==> src/rtl/cart_loader_pkg.sv <==
// Shared definitions for the cartridge loader: FSM encoding, window defaults,
// fill byte and the host ioctl index constant.
package cart_loader_pkg;

  typedef enum logic [1:0] {
    ST_IDLE = 2'd0,
    ST_LOAD = 2'd1,
    ST_FILL = 2'd2
  } cart_state_t;

  localparam int                MEM_AW        = 16;
  localparam int                BYTE_W        = 8;
  localparam int                CART_AW_DEF   = 13;
  localparam logic [MEM_AW-1:0] CART_BASE_DEF = 16'h4000;
  localparam logic [BYTE_W-1:0] FILL_BYTE_DEF = 8'hFF;
  localparam logic [7:0]        IDX_CART      = 8'd1;

endpackage

==> src/rtl/cart_hold_reg.sv <==
// One-entry write holding register: captures a byte and its RAM address and
// releases it when the arbiter grants the pending write.
module cart_hold_reg
  import cart_loader_pkg::*;
(
  input  logic              clk,
  input  logic              rst,
  input  logic              cap,
  input  logic              gnt,
  input  logic [MEM_AW-1:0] cap_addr,
  input  logic [BYTE_W-1:0] cap_data,
  output logic              full,
  output logic              ready,
  output logic              drain,
  output logic [MEM_AW-1:0] addr,
  output logic [BYTE_W-1:0] data
);

  logic              full_q, full_d;
  logic [MEM_AW-1:0] addr_q, addr_d;
  logic [BYTE_W-1:0] data_q, data_d;

  // A grant in the same cycle frees the slot, so capture may overlap drain.
  always_comb begin
    drain  = full_q & gnt;
    ready  = ~full_q | gnt;
    full_d = (full_q & ~gnt) | cap;
    addr_d = cap ? cap_addr : addr_q;
    data_d = cap ? cap_data : data_q;
  end

  always_ff @(posedge clk or posedge rst) begin
    if (rst) full_q <= 1'b0;
    else     full_q <= full_d;
  end

  always_ff @(posedge clk) begin
    addr_q <= addr_d;
    data_q <= data_d;
  end

  assign full = full_q;
  assign addr = addr_q;
  assign data = data_q;

endmodule

==> src/rtl/cart_loader.sv <==
// Cartridge download writer: buffers host ioctl bytes into the RAM window and
// pads the rest with a fill byte. CART_CHECKSUM_EN adds a running byte checksum.
module cart_loader
  import cart_loader_pkg::*;
#(
  parameter logic [7:0]  INDEX     = IDX_CART,
  parameter logic [15:0] CART_BASE = CART_BASE_DEF,
  parameter int          AW        = CART_AW_DEF,
  parameter logic [7:0]  FILL_BYTE = FILL_BYTE_DEF
) (
  input  logic          clk_sys,
  input  logic          reset,
  input  logic          ioctl_download,
  input  logic [7:0]    ioctl_index,
  input  logic          ioctl_wr,
  input  logic [24:0]   ioctl_addr,
  input  logic [7:0]    ioctl_dout,
  output logic          ioctl_wait,
  output logic          mem_we,
  output logic [15:0]   mem_addr,
  output logic [7:0]    mem_din,
  input  logic          mem_gnt,
  output logic          cart_busy,
  output logic          cart_valid,
  output logic [AW:0]   cart_size,
  output logic          cart_ovf,
  output logic [7:0]    cart_sum
);

  localparam logic [AW:0] WIN  = (AW+1)'(1) << AW;
  localparam logic [AW:0] LAST = WIN - (AW+1)'(1);

  cart_state_t state_q, state_d;
  logic [AW:0] ptr_q, ptr_d, size_q, size_d, size_cand;
  logic        valid_q, valid_d, ovf_q, ovf_d, busy_q, busy_d, dl_q;
  logic        start, load_start, addr_oor;
  logic        hold_cap, hold_ready, hold_full, hold_drain;
  logic [15:0] hold_addr, cap_addr;
  logic [7:0]  hold_data;

  assign start      = ioctl_download & ~dl_q & (ioctl_index == INDEX);
  assign load_start = start & (state_q != ST_LOAD);
  assign addr_oor   = |ioctl_addr[24:AW];
  assign size_cand  = {1'b0, ioctl_addr[AW-1:0]} + (AW+1)'(1);
  assign cap_addr   = CART_BASE + 16'(ioctl_addr[AW-1:0]);

  cart_hold_reg u_hold (
    .clk      (clk_sys),
    .rst      (reset),
    .cap      (hold_cap),
    .gnt      (mem_gnt),
    .cap_addr (cap_addr),
    .cap_data (ioctl_dout),
    .full     (hold_full),
    .ready    (hold_ready),
    .drain    (hold_drain),
    .addr     (hold_addr),
    .data     (hold_data)
  );

  always_comb begin
    state_d  = state_q;
    ptr_d    = ptr_q;
    size_d   = size_q;
    valid_d  = valid_q;
    ovf_d    = ovf_q;
    hold_cap = 1'b0;
    // A fresh start also aborts an in-progress fill.
    if (load_start) begin
      state_d = ST_LOAD;
      size_d  = '0;
      valid_d = 1'b0;
      ovf_d   = 1'b0;
    end else begin
      case (state_q)
        ST_LOAD: begin
          if (ioctl_wr) begin
            if (addr_oor) begin
              ovf_d  = 1'b1;
              size_d = WIN;
            end else if (hold_ready) begin
              hold_cap = 1'b1;
              if (size_cand > size_q) size_d = size_cand;
            end else begin
              ovf_d = 1'b1;
            end
          end else if (!ioctl_download && !hold_full) begin
            if (size_q == '0) begin
              state_d = ST_IDLE;
            end else if (size_q == WIN) begin
              state_d = ST_IDLE;
              valid_d = 1'b1;
            end else begin
              state_d = ST_FILL;
              ptr_d   = size_q;
            end
          end
        end
        ST_FILL: begin
          if (mem_gnt) begin
            if (ptr_q == LAST) begin
              state_d = ST_IDLE;
              valid_d = 1'b1;
            end else begin
              ptr_d = ptr_q + (AW+1)'(1);
            end
          end
        end
        default: ;
      endcase
    end
    busy_d = (state_d != ST_IDLE);
  end

  always_ff @(posedge clk_sys or posedge reset) begin
    if (reset) begin
      state_q <= ST_IDLE;
      ptr_q   <= '0;
      size_q  <= '0;
      valid_q <= 1'b0;
      ovf_q   <= 1'b0;
      busy_q  <= 1'b0;
      dl_q    <= 1'b0;
    end else begin
      state_q <= state_d;
      ptr_q   <= ptr_d;
      size_q  <= size_d;
      valid_q <= valid_d;
      ovf_q   <= ovf_d;
      busy_q  <= busy_d;
      dl_q    <= ioctl_download;
    end
  end

  always_comb begin
    mem_we   = 1'b0;
    mem_addr = '0;
    mem_din  = '0;
    if (state_q == ST_FILL) begin
      mem_we   = 1'b1;
      mem_addr = CART_BASE + 16'(ptr_q[AW-1:0]);
      mem_din  = FILL_BYTE;
    end else if (hold_full) begin
      mem_we   = 1'b1;
      mem_addr = hold_addr;
      mem_din  = hold_data;
    end
  end

`ifdef CART_CHECKSUM_EN
  logic [7:0] sum_q, sum_d;

  // Only image bytes that actually reach RAM contribute.
  always_comb begin
    sum_d = sum_q;
    if (load_start)                           sum_d = '0;
    else if (state_q == ST_LOAD && hold_drain) sum_d = sum_q + hold_data;
  end

  always_ff @(posedge clk_sys or posedge reset) begin
    if (reset) sum_q <= '0;
    else       sum_q <= sum_d;
  end

  assign cart_sum = sum_q;
`else
  assign cart_sum = 8'h00;
`endif

  assign ioctl_wait = hold_full;
  assign cart_busy  = busy_q;
  assign cart_valid = valid_q;
  assign cart_size  = size_q;
  assign cart_ovf   = ovf_q;

endmodule

==> config.mk <==
export PLATFORM = sky130hd
export DESIGN_NAME = cart_loader
export DESIGN_NICKNAME = d
export VERILOG_FILES = /design/src/rtl/cart_loader_pkg.sv /design/src/rtl/cart_hold_reg.sv /design/src/rtl/cart_loader.sv
export SDC_FILE = /design/constraint.sdc
export NUM_CORES = 1
export LEC_CHECK = 0
export BUFFER_PORTS_ARGS = -buffer_cell sky130_fd_sc_hd__buf_2
export CAP_MARGIN = 30
export CORE_UTILIZATION = 53
export CTS_CLUSTER_DIAMETER = 80
export DETAILED_ROUTE_END_ITERATION = 7
export GPL_TIMING_DRIVEN = 0
export HOLD_SLACK_MARGIN = 0.1
export PLACE_DENSITY = 0.81
export RECOVER_POWER = 100
export SETUP_SLACK_MARGIN = 0.1
export SLEW_MARGIN = 20
export SYNTH_ARGS = -nofsm -noshare
export SYNTH_HDL_FRONTEND = slang
export SYNTH_HIERARCHICAL = 1
export SYNTH_SLANG_ARGS = --single-unit
==> constraint.sdc <==
create_clock -name clk_sys -period 3.4 [get_ports clk_sys]
set_input_delay 0.17 -clock clk_sys [delete_from_list [all_inputs] [get_ports clk_sys]]
set_output_delay 0.17 -clock clk_sys [all_outputs]
set_load 0.05 [all_outputs]
### Yosys cells after proc, flatten, opt, wreduce, memory -nomap -nowiden

Index checks and enable logic that the tools add are counted.

* output and inout bits: 51
* register bits: 59

* $lt $le $gt $ge: 1
* reductions and logical operators: 16
* muxes and demuxes: 45
* add/sub/neg operators: 4
* equality and inequality tests: 19
* bitwise gates (word level): 10

Operators with widths (number)
* $mux W14: 12
* $add A15 B13 Y16 const A: 2
* $mux W16: 2
* $pmux W14 S2: 1
* $ne A3 B3 Y1 const B: 7
* $mux W1: 19
* $mux W8: 2
* $add A13 B1 Y14 const B: 1
* $add A14 B1 Y14 const B: 1
* $eq A14 B13 Y1 const B: 1
* $eq A14 B14 Y1 const B: 1
* $gt A14 B14 Y1: 1
* $logic_not A14 Y1: 1
* $mux W2: 7
* $ne A2 B2 Y1 const B: 6
* $reduce_or A12 Y1: 1
* $reduce_bool A3 Y1: 3
* $eq A8 B1 Y1 const B: 1
* $reduce_and A8 Y1: 1
* $reduce_bool A2 Y1: 4
* $reduce_and A7 Y1: 1
* $and A1 B1 Y1: 4
* $not A1 Y1: 4
* $pmux W2 S2: 1
* other kinds (9): 11

### Depth between registers and ports, before layout

* word-level depth: 8
* gate-level depth with buffers: 13
* depth with buffers taken out: 12

### Cells and area by module

Netlist, hierarchy kept.

Modules (own cells, without submodules)
* cart_loader: area an instance 2777.7 um^2, seq. area each 850.8 um^2, times used 1, cells each 320
* cart_hold_reg: area an instance 775.7 um^2, seq. area each 745.7 um^2, times used 1, cells each 29

### Least setup slack after synthesis

OpenSTA, ideal clock, no wires.

* kind: flip-flop to flip-flop
* from: register state_q[1]
* to: register u_hold.addr_q[0] (netlist: u_hold/addr[0]) (enable)
* required time: 2.994 ns
* path buffers: 1
* setup slack: 0.891 ns
* arrival: 2.104 ns
* stages on the path, launching flop included: 8
* path through: dfrtp_1 > inv_1 > ha_1 > buf_2 > nor4_2 > nand4_4 > nand2_2 > nor2_1

* word-level cells in the longest chain between the ends: 3
* elaborated cells between the ends (all ways): 5
* classes of those cells: 2 x eq/ne; 2 x mux; 1 x bitwise

Ends and longest elaborated chain
* start, declared: line cart_loader.sv:33 `cart_state_t state_q, state_d;`
* start signal, assigned: line cart_loader.sv:125 `state_q <= state_d;`
* $eq A2 B1 Y1 / $ne A2 B1 Y1 (equally long branches): line cart_loader.sv:75, cart_loader.sv:42
* $mux W1 / $and A1 B1 Y1 (equally long branches): line cart_loader.sv:75, cart_loader.sv:42
* $mux W1 (*): line cart_loader.sv:69 `if (load_start) begin`
* via hold_cap: line cart_loader.sv:37 `logic hold_cap, hold_ready, hold_full, hold_drain;`
* end signal, assigned: line cart_hold_reg.sv:38 `addr_q <= addr_d;`
* end, declared: line cart_hold_reg.sv:20 `logic [MEM_AW-1:0] addr_q, addr_d;`

Mark *: on every way through the listed nets, which the timed path passes. The rest lies on a longest branch.
A chain may end at the register's enable or synchronous reset.

### Worst setup path after layout

* from: input port ioctl_addr[1]
* to: register size_q[2] (netlist: cart_size[2])

* word-level cells in the longest chain between the ends: 7
* elaborated cells between the ends (all ways): 10
* classes of those cells: 1 x add/sub; 1 x order compare; 6 x mux; 2 x reduce/logical

Ends and longest elaborated chain
* start, declared: line cart_loader.sv:16 `input logic [24:0] ioctl_addr,`
* $add A13 B1 Y14 (*): line cart_loader.sv:44 `assign size_cand = {1'b0, ioctl_addr[AW-1:0]} + (AW+1)'(1);`
* parallel branches: the longest is 6 deep, another holds $gt A14 B14 Y1
* end signal, assigned: line cart_loader.sv:127 `size_q <= size_d;`
* end, declared: line cart_loader.sv:34 `logic [AW:0] ptr_q, ptr_d, size_q, size_d, size_cand;`

Mark *: on every way between the ends. The select of a mux whose other input is x is not followed.

==> results.md <==
- Core Footprint: 0.006422 mm2
- Final std cells w/o fill: 564
- Peak VDD IR: 0.2115 mV
- Gate Count Post-Synth: 348
- Nets: 546
- Fin. Hold Viols: 0
- Clk buf depth: 2
- CP peak stage delay: 0.53 ns
- Clock Latency Late Sink: 0.34 ns
- Delay-heaviest family, CP: buffers and inverters
- Layout area overhead: 25.29%
- Gpl congestion: 0.9289
- Die ar.: 0.007024 mm2
- Worst Setup Start Kind: input port
- Critical path data arrival time: 3.41 ns
- WL per Instance: 17.68 um
- Tot Pwr: 0.001972 W
- Period utilisation layout: 93.86%
- IO buf count: 88
- Total gr overflow: 0
- CP max FO: 10
- GRT Total Usage: 29.53%
- Max transition margin: 8.208%
- CP Buf/Inv Count: 3
- Final setup skew: 0.009919 ns
- Yosys warning total: 6
- Global-route wire length before repair: 15790 um
- Vias in the first global route: 3182
- CP endpoint kind: flop
- Critical path's most frequent cell: ha_1
- Kind of critical path: input port to flop
- TNS Setup: 0 ns
- CP Cell Sequence: dlygate4sd3_1 > clkbuf_1 > ha_1 > nand3_1 > nor2_2 > nand2_1 > xnor2_1 > ha_1 > nand4_1 > nor2_1 > o21ai_1 > a31oi_2 > o21ai_2 > buf_4 > a32o_1
- FMAX: 0.3133 GHz
- Failing checks: design-rule violations
- Routed wire length: 9971 um
- Slew @ Worst Pin: 1.375 ns
- Die Ht: 83.81 um
- CTS tree: done
- Initial antenna violation count: 0
- Final setup viols: 0
- WHS: 0.2084 ns
- Clock transition at path regs: 0.07 ns
- Final min period: 3.191 ns
- P per Cell Area: 443.7 mW/mm2
- Max Transition Viols Final: 0
- Static Leak: 1.894 nW
- Post-DRT Antenna Nets: 0
- CTS sink count: 59
- RSZ-0062 raised after global routing: yes
- Reg-to-Reg Start: state_q[1]$_DFF_PP0_
- Vias/cell: 5.959
- Dpl cell area: 0.004131 mm2
- Area occupied by multi-input gates: 0.001718 mm2
- Starting Density: 55.23%
- H-tree depth: 3
- DRT Pass-1 Iters: 7
- Post-DP HPWL: 6877 um
- Run status: complete, but fails checks
- Starting DRT DRC Count: 277
- Die extent in x: 83.81 um
- Worst hold path type: input port to flop
- Largest net degree at the start of global routing: 35
- Syn Area/Cell: 10.19 um2
- Fill count: 532
- Hold Startpoint: mem_gnt
- Worst endpoint required time: 3.62 ns
- Post-Syn Area: 0.003547 mm2
- Num ports: 97
- Final instance area: 0.004444 mm2
- Reg area: 0.001597 mm2
- N_diodes: 0
- Root buf cell: clkbuf_8
- Worst Setup SP: ioctl_addr[1]
- Layout cells sized above 1: 15.40%
- Via count: 3361
- DRC Markers: 7
- Dpl cells: 523
- Max Cap Viol: 0
- Num CTS Buffers: 9
- FP Rows: 29
- Slowest CP cell: dlygate4sd3_1
-- path summary, 6_finish.rpt --
check / cells after the start / endpoint / slack, ns
max reg2reg: 8 / u_hold/addr[4]$_DFFE_PP_ / 0.33
min reg2reg: 1 / cart_ovf$_DFFE_PP0P_ / 0.51
max in group asynchronous: 3 / ptr_q[9]$_DFFE_PP0P_ / 1.77
max: 15 / cart_size[2]$_DFFE_PP0P_ / 0.21
min: 3 / u_hold/full$_DFF_PP0_ / 0.21
min in group asynchronous: 3 / u_hold/full$_DFF_PP0_ / 0.25
-- state kept, by name, summed over array words and instances, names as in the netlist --
name / flops
dl_q: 1
cart_valid: 1
u_hold/data: 8
u_hold/full: 1
cart_size: 14
cart_busy: 1
ptr_q: 14
u_hold/addr: 16
state_q: 2
cart_ovf: 1
-- repair_timing --
action / CTS / global route
hold endpoints to repair: 58 / 0
hold buffers: 23 / 0
buffers inserted: 0 / 2
endpoints found under the setup margin: 0 / 14
gates resized for setup: 0 / 4
-- layer usage --
metal | vias up | track usage (%) | wire [um]
met5 | - | 0 | 0
met4 | 0 | 13.79 | 216
met2 | 162 | 49.55 | 5042
met1 | 1630 | 37.29 | 4008
li1 | 1549 | - | -
met3 | 20 | 5.045 | 703
-- tightest hold or removal path, delay by kind of cell --
family	cells	cell delay (ns)
and+or+nand+nor	2	0.22
buffers and inverters	1	0.12
-- cells in the final DEF, fill, tap and decap left out, types with 4 or more instances in the layout --
cell type	instances
a32o_1	12
a21o_1	9
o22a_1	4
nand2_1	39
buf_2	33
edfxtp_1	24
and3_1	7
xor2_1	4
ha_1	18
inv_1	21
clkbuf_8	9
nor2_1	20
dlygate4sd3_1	23
conb_1	11
nor3_1	4
nand4_1	5
nor4_1	4
dfrtp_1	35
nand3_1	12
o22ai_1	4
buf_4	13
xnor2_1	7
clkbuf_1	67
a21oi_1	23
a22o_1	10
o21ai_0	10
-- metrics by stage --
step | setup slack, ns | util [%]
2_1_floorplan | 0.8906 | -
3_3_place_gp | 0.3846 | 64.11
3_5_place_dp | 0.3811 | 64.33
4_1_cts | 0.1301 | 71.17
5_1_grt | 0.03075 | 69.20
6_report | 0.2086 | 69.20
-- report_power, final --
part / total, W / switching (W) / leakage [nW] / internal, W
clock network: 0.000693 / 0.000282 / 0.105 / 0.000411
registers: 0.000951 / 0.000120 / 0.667 / 0.000831
logic: 0.000328 / 0.000186 / 1.12 / 0.000142
total: 0.00197 / 0.000588 / 1.89 / 0.00138
-- final cells by class --
class                      count  area share (%)
buffer                        22           2.815
clock buffer                  11           2.956
clock inverter                 5           1.745
inverter                      21           1.774
multi-input combinational    255           38.65
sequential                    59           35.92
tap                           77           2.168
timing repair buffer         114           13.96
No activity file was read; power rests on OpenSTA's default activity.
